$ cat src/rtl/bcd_pkg.sv
// Shared definitions for the serial BCD add/subtract datapath:
// FSM encoding, BCD digit constants and the digit-valid test.
package bcd_pkg;

  typedef enum logic [1:0] {
    IDLE = 2'd0,
    RUN  = 2'd1,
    COMP = 2'd2,
    DONE = 2'd3
  } state_t;

  localparam logic [3:0] BCD_NINE = 4'd9;
  localparam logic [3:0] BCD_FIX  = 4'd6;

  function automatic logic digit_ok(input logic [3:0] n);
    return n <= BCD_NINE;
  endfunction

endpackage

$ cat src/rtl/bcd_digit_cell.sv
// Single BCD digit adder with +6 decimal correction; shared by the
// add/subtract pass and the ten's-complement pass.
module bcd_digit_cell
  import bcd_pkg::*;
(
  input  logic [3:0] x,
  input  logic [3:0] y,
  input  logic       cin,
  output logic [3:0] d,
  output logic       cout
);

  logic [4:0] sum;
  logic [4:0] fixed;

  always_comb begin
    sum   = {1'b0, x} + {1'b0, y} + {4'b0000, cin};
    fixed = sum + {1'b0, BCD_FIX};
    if (sum > 5'd9) begin
      d    = fixed[3:0];
      cout = 1'b1;
    end else begin
      d    = sum[3:0];
      cout = 1'b0;
    end
  end

endmodule

$ cat src/rtl/bcd_serial_addsub.sv
// Multi-digit BCD adder/subtractor, one digit per clock LSD first, with
// sign/magnitude output for subtraction and a start/ready/done handshake.
module bcd_serial_addsub
  import bcd_pkg::*;
#(
  parameter int DIGITS = 4
) (
  input  logic                clk,
  input  logic                rst,
  input  logic                start,
  input  logic                sub,
  input  logic [4*DIGITS-1:0] a,
  input  logic [4*DIGITS-1:0] b,
  output logic                ready,
  output logic                done,
  output logic [4*DIGITS-1:0] result,
  output logic                carry,
  output logic                neg,
  output logic                invalid
);

  localparam int W  = 4 * DIGITS;
  localparam int IW = $clog2(DIGITS) + 1;
  localparam logic [IW-1:0] LAST = IW'(DIGITS - 1);

  state_t          state, state_nx;
  logic [W-1:0]    a_r, b_r;
  logic            sub_r;
  logic [IW-1:0]   idx;
  logic [IW+1:0]   bit_pos;
  logic            cin;
  logic [3:0]      a_dig, b_dig, r_dig;
  logic [3:0]      cx, cy, cd;
  logic            ccout;

  function automatic logic ops_ok(input logic [W-1:0] x, input logic [W-1:0] y);
    logic ok;
    ok = 1'b1;
    for (int k = 0; k < DIGITS; k++) begin
      ok = ok & digit_ok(x[k*4 +: 4]) & digit_ok(y[k*4 +: 4]);
    end
    return ok;
  endfunction

  assign bit_pos = {idx, 2'b00};
  assign ready   = (state == IDLE);
  assign done    = (state == DONE);

  // COMP reuses the same cell: (9 - r_i) + 0 + cin yields the ten's complement digit.
  always_comb begin
    a_dig = a_r[bit_pos +: 4];
    b_dig = b_r[bit_pos +: 4];
    r_dig = result[bit_pos +: 4];
    cx    = a_dig;
    cy    = sub_r ? (BCD_NINE - b_dig) : b_dig;
    if (state == COMP) begin
      cx = BCD_NINE - r_dig;
      cy = 4'd0;
    end
  end

  bcd_digit_cell u_cell (
    .x    (cx),
    .y    (cy),
    .cin  (cin),
    .d    (cd),
    .cout (ccout)
  );

  always_comb begin
    state_nx = state;
    case (state)
      IDLE: if (start) state_nx = ops_ok(a, b) ? RUN : DONE;
      RUN:  if (idx == LAST) state_nx = (sub_r && !ccout) ? COMP : DONE;
      COMP: if (idx == LAST) state_nx = DONE;
      DONE: state_nx = IDLE;
      default: state_nx = IDLE;
    endcase
  end

  always_ff @(posedge clk) begin
    if (rst) begin
      state   <= IDLE;
      result  <= '0;
      carry   <= 1'b0;
      neg     <= 1'b0;
      invalid <= 1'b0;
      idx     <= '0;
      cin     <= 1'b0;
    end else begin
      state <= state_nx;
      case (state)
        IDLE: begin
          if (start) begin
            a_r     <= a;
            b_r     <= b;
            sub_r   <= sub;
            result  <= '0;
            carry   <= 1'b0;
            neg     <= 1'b0;
            invalid <= !ops_ok(a, b);
            idx     <= '0;
            cin     <= sub;
          end
        end
        RUN: begin
          result[bit_pos +: 4] <= cd;
          cin                  <= ccout;
          idx                  <= idx + 1'b1;
          if (idx == LAST) begin
            idx <= '0;
            cin <= 1'b1;
            if (!sub_r) carry <= ccout;
            else        neg   <= !ccout;
          end
        end
        COMP: begin
          result[bit_pos +: 4] <= cd;
          cin                  <= ccout;
          idx                  <= (idx == LAST) ? '0 : idx + 1'b1;
        end
        default: ;
      endcase
    end
  end

endmodule

$ cat config.mk
export PLATFORM = sky130hd
export DESIGN_NAME = bcd_serial_addsub
export DESIGN_NICKNAME = d
export VERILOG_FILES = /design/src/rtl/bcd_pkg.sv /design/src/rtl/bcd_digit_cell.sv /design/src/rtl/bcd_serial_addsub.sv
export SDC_FILE = /design/constraint.sdc
export NUM_CORES = 1
export LEC_CHECK = 0
export CORE_MARGIN = 2
export CORE_UTILIZATION = 56
export DETAILED_ROUTE_END_ITERATION = 8
export PLACE_DENSITY = 0.85
export SETUP_SLACK_MARGIN = 0.2
export SLEW_MARGIN = 40
export SYNTH_ARGS = -nofsm -noshare
export SYNTH_HDL_FRONTEND = slang
export SYNTH_SLANG_ARGS = --single-unit
$ cat constraint.sdc
create_clock -name clk -period 11.4 [get_ports clk]
set_clock_uncertainty 0.15 [all_clocks]
set_input_delay 3.42 -clock clk [delete_from_list [all_inputs] [get_ports clk]]
set_output_delay 3.42 -clock clk [all_outputs]
set_load 0.1 [all_outputs]
# Word level (Yosys, flattened, before mapping)
# Cells that the tools add are included.
[word_totals] input_bits=36 word_cells=90 output_inout_bits=21 reg_bits=58
[classes] add_sub_neg=7 n_reduce_logical=15 shift=5 order_cmp=9 n_eq_ne=9 mux=27 bitwise_logic=8
[op_table] op="$shiftx A16 B6 Y4" count=3
[op_table] op="$le A4 B4 Y1 const B" count=8
[op_table] op="$pmux W16 S2" count=1
[op_table] op="$bwmux W16" count=1
[op_table] op="$mux W16" count=1
[op_table] op="$mux W4" count=4
[op_table] op="$shift A4 B7 Y16 const A" count=1
[op_table] op="$shiftx A4 B7 Y16" count=1
[op_table] op="$mux W1" count=9
[op_table] op="$mux W2" count=4
[op_table] op="$ne A2 B2 Y1 const B" count=4
[op_table] op="$pmux W2 S4" count=1
[op_table] op="$reduce_and A4 Y1" count=2
[op_table] op="$sub A4 B4 Y4 const A" count=2
[op_table] op="$and A1 B1 Y1" count=7
[op_table] op="$neg A5 Y7" count=1
[op_table] op="$mux W3" count=2
[op_table] op="$pmux W3 S2" count=1
[op_table] op="$reduce_and A2 Y1" count=3
[op_table] op="$reduce_and A3 Y1" count=2
[op_table] op="$add A4 B4 Y5" count=1
[op_table] op="$add A5 B1 Y5" count=1
[op_table] op="$gt A5 B4 Y1 const B" count=1
[op_table] op="$add A4 B3 Y4 const B" count=1
[op_table] op="other kinds (14)" count=18

# Logic depth before layout (Yosys ltp)
[logic_depth] ltp_word=13 mapped_depth=16

# Modules after synthesis
# A second synthesis with hierarchy kept.
[hier_totals] cells_unflattened=235 area_unflattened_um2=2897.8
[by_module_without_submodules] mod="bcd_serial_addsub" cells_each=213 seq_area_each_um2=1491.4 n_inst=1 area_each_um2=2686.3
[by_module_without_submodules] mod="bcd_digit_cell" cells_each=22 seq_area_each_um2=0.0 n_inst=1 area_each_um2=211.5

# Worst setup path after synthesis
# No wires, ideal clock.
[synth_timing] kind="input-to-reg" startpoint="input rst" endpoint="register a_r[0], enable pin" setup_ns=0.393 required_ns=10.857 stages=2 t_arrival_ns=4.394 setup_slack_ns=6.463 n_path_buf=0 path_cell_list="inv_1 and3_1"
[synth_via] elab_chain_len=2
[synth_rtl] item="start, declared" line="bcd_serial_addsub.sv:9" rtl="input logic rst,"
[synth_rtl] item="$not A1 Y1 (no line)"
[synth_rtl] item="$reduce_and A3 Y1 (no line)"
[synth_rtl] item="end signal, assigned" line="bcd_serial_addsub.sv:95" rtl="a_r <= a;"
[synth_rtl] item="end, declared" line="bcd_serial_addsub.sv:27" rtl="logic [W-1:0] a_r, b_r;"
# Every way passes these cells.
# A chain may end at the register's enable or synchronous reset.

# Worst setup path in the final report
[layout_timing] startpoint="input start" endpoint="register result[10]"
[layout_via] elab_chain_len=2
[layout_rtl] item="start, declared" line="bcd_serial_addsub.sv:10" rtl="input logic start,"
[layout_rtl] item="$ne A2 B2 Y1 (no line)"
[layout_rtl] item="$reduce_and A2 Y1 (no line)"
[layout_rtl] item="end signal, assigned" line="bcd_serial_addsub.sv:84" rtl="result <= '0;"
[layout_rtl] item="end signal, assigned" line="bcd_serial_addsub.sv:98" rtl="result <= '0;"
[layout_rtl] item="end signal, assigned by index" line="bcd_serial_addsub.sv:107" rtl="result[bit_pos +: 4] <= cd;"
[layout_rtl] item="end, declared" line="bcd_serial_addsub.sv:16" rtl="output logic [4*DIGITS-1:0] result,"
# Every way passes these cells.

==> run summary <==
Top cells by area, synth: edfxtp_1, dfxtp_1, mux4_2, ha_1, nor2_1
Initial core utilization: 57.8%
Total track usage: 24.3%
Largest net degree at the start of global routing: 34
Slew headroom: 49.4%
Leak: 1.40 nW
I/O Pins: 57
Slew Limit Fails: 0
Final Routed Wirelength: 6530 um
Kind of critical path: input port to flop
Final setup viols: 0
Worst Path Max Fanout: 11
M3 GR Usage: 5.69%
Worst-Margin Slew: 0.756 ns
Avg WL per Cell: 16.7 um
Core footprint: 0.00507 mm^2
Period utilization: 46.6%
Drt drc: 0
ANT cells: 0
PwrDens: 301 mW/mm^2
CP endpoint kind: flop
Largest area contributor in the netlist: edfxtp_1
Grt met1 use: 29.9%
Synth top area share: 33.8%
Minimum clock period: 5.31 ns
Vert. Die Dim: 76.4 um
Final hold violations: 0
Width of the die: 76.4 um
Syn Area/Cell: 11.4 um^2
1st-pass router iterations: 4
Sequential area share after synthesis: 50.9%
Clk root buf: clkbuf_8
Status: complete, no violations
CTS Sinks: 58
Final antenna-violating net count: 0
Gr busiest metal: met2
Initial antenna violation count: 0
Area growth, synth to finish: 25.3%
Startpoint Class: input port
Clock Latency Late Sink: 0.33 ns
Num rows: 26
H-tree depth: 3
Top FF cell, synth: edfxtp_1
Placer Congestion: 0.889
CP Data Arrival Time: 5.44 ns
Detail Placement HPWL: 4710 um
Gr ovfl total: 0
CTS tree: yes
Placed cells: 375
CTS buffer count: 9
Number of global-route vias before repair: 2294
Ratio of cells with drive above 1 in the final layout: 16.5%
Vias: 2283
#FFs+latches synth: 58
Unrepaired setup endpoints after global routing: no
Worst min path class: flop to flop
Reg clk slew, reported paths: 0.07 ns
Synth warn: 0
Non-Filler Instances: 391
Setup_tns: 0 ns
Yosys cell types: 42
Max clock buf depth: 2
Routed vias/inst: 5.84
Top-count cell post-synth: edfxtp_1
CTS Hold Bufs: 0
Commonest cells post-synth: edfxtp_1, dfxtp_1, nor2_1
Fin nets: 369
Ys async rst share: 0%
IO buf count: 56
Post-CTS sizing: 0
Peak VDD IR: 0.142 mV
Syn Inst Count: 258
Die area: 0.00583 mm^2
First-pass GRT wire length: 11000 um
Fmax: 188 MHz
Mapped Area: 0.00293 mm^2
Initial drt markers: 404
Worst path required time: 11.53 ns
Met2 Use GR: 40.7%
Number of setup buffers added after CTS: 0
Max-Cap Viols: 0
Number of enable flip-flop cells after synthesis: 33
Syn nets: 311
## cell families after synthesis
group | after synthesis | share of synthesized area (%)
AOI/OAI and AO/OA | 65 | 15.2
buffers and inverters | 25 | 3.33
muxes | 14 | 9.90
adders and majority gates | 17 | 7.77
DFF | 58 | 50.9
xor gates and xnor gates | 3 | 0.896
and+or+nand+nor | 76 | 12.0
## cell type report
cell class                 count  area (um^2)
sequential                    58         1490
timing repair buffer          58          470
tap                           70         87.6
clock inverter                 5         76.3
multi-input combinational    175         1340
fill                         375         1400
inverter                      14         52.6
clock buffer                  11          151
## metal layers
metal	wire length, um	vias up
met3	478	17
met2	3270	103
met1	2640	1071
met4	142	0
met5	0	-
li1	-	1092
## through the flow
step                      instance area (um^2)  worst slack (ns)  power [mW]  util (%)  hold WS, ns
after global placement                    3550              5.83       0.868      69.9        0.317
after floorplan                           2930              6.46       0.743         -        0.312
after detailed placement                  3440              5.77       0.877      67.9        0.320
final                                     3670              6.09        1.11      72.4        0.325
after global routing                      3670              6.00        1.17      72.4        0.358
after CTS                                 3670              6.12        1.10      72.4        0.329
## where the power goes
| part | internal (mW) | switching [mW] |
|---|---|---|
| Sequential | 0.252 | 0.0200 |
| Combinational | 0.219 | 0.399 |
| Clock | 0.134 | 0.0815 |
| Total | 0.605 | 0.500 |
## critical path, stage by stage
cell and delay [ns]:
clkdlybuf4s50_1 0.51, nand2b_1 0.36, nand3_1 0.17, or4_1 0.57
nor2_1 0.22, a22o_1 0.19
## path summary, 6_finish.rpt
| path | from | to | slack [ns] | depth (start not counted) |
|---|---|---|---|---|
| max | start | result[10]$_SDFFE_PP0P_ | 6.09 | 6 |
| min | neg$_SDFFE_PP0P_ | neg$_SDFFE_PP0P_ | 0.33 | 2 |
| max reg2reg | idx[1]$_SDFFE_PP0P_ | result[6]$_SDFFE_PP0P_ | 6.85 | 14 |
| min reg2reg | neg$_SDFFE_PP0P_ | neg$_SDFFE_PP0P_ | 0.33 | 2 |
## placed cells by master, fill, tap and decap left out, types with 3 or more instances in the layout
cell             netlist  routed
a21o_1                 7       7
o21ai_0               13      13
nand2_1               24      24
inv_1                 14      14
nand3_1                3       3
a21oi_1               15      15
a32o_1                 3       3
a22oi_1                6       6
nor2_1                25      25
and2_1                 3       3
edfxtp_1              33      33
clkbuf_8               0      11
buf_2                  3      21
nand4_1                6       6
mux4_2                12      12
nor3_1                 3       3
clkdlybuf4s50_1        0      35
nand2b_1               4       4
ha_1                  15      15
dfxtp_1               25      25
a22o_1                 6       6
## flip-flops by register name (all words and copies together), names as in the netlist
register and flops:
a_r 16, b_r 16, carry 1, cin 1
idx 3, invalid 1, neg 1, result 16
state 2, sub_r 1
No activity file was read; power rests on OpenSTA's default activity.
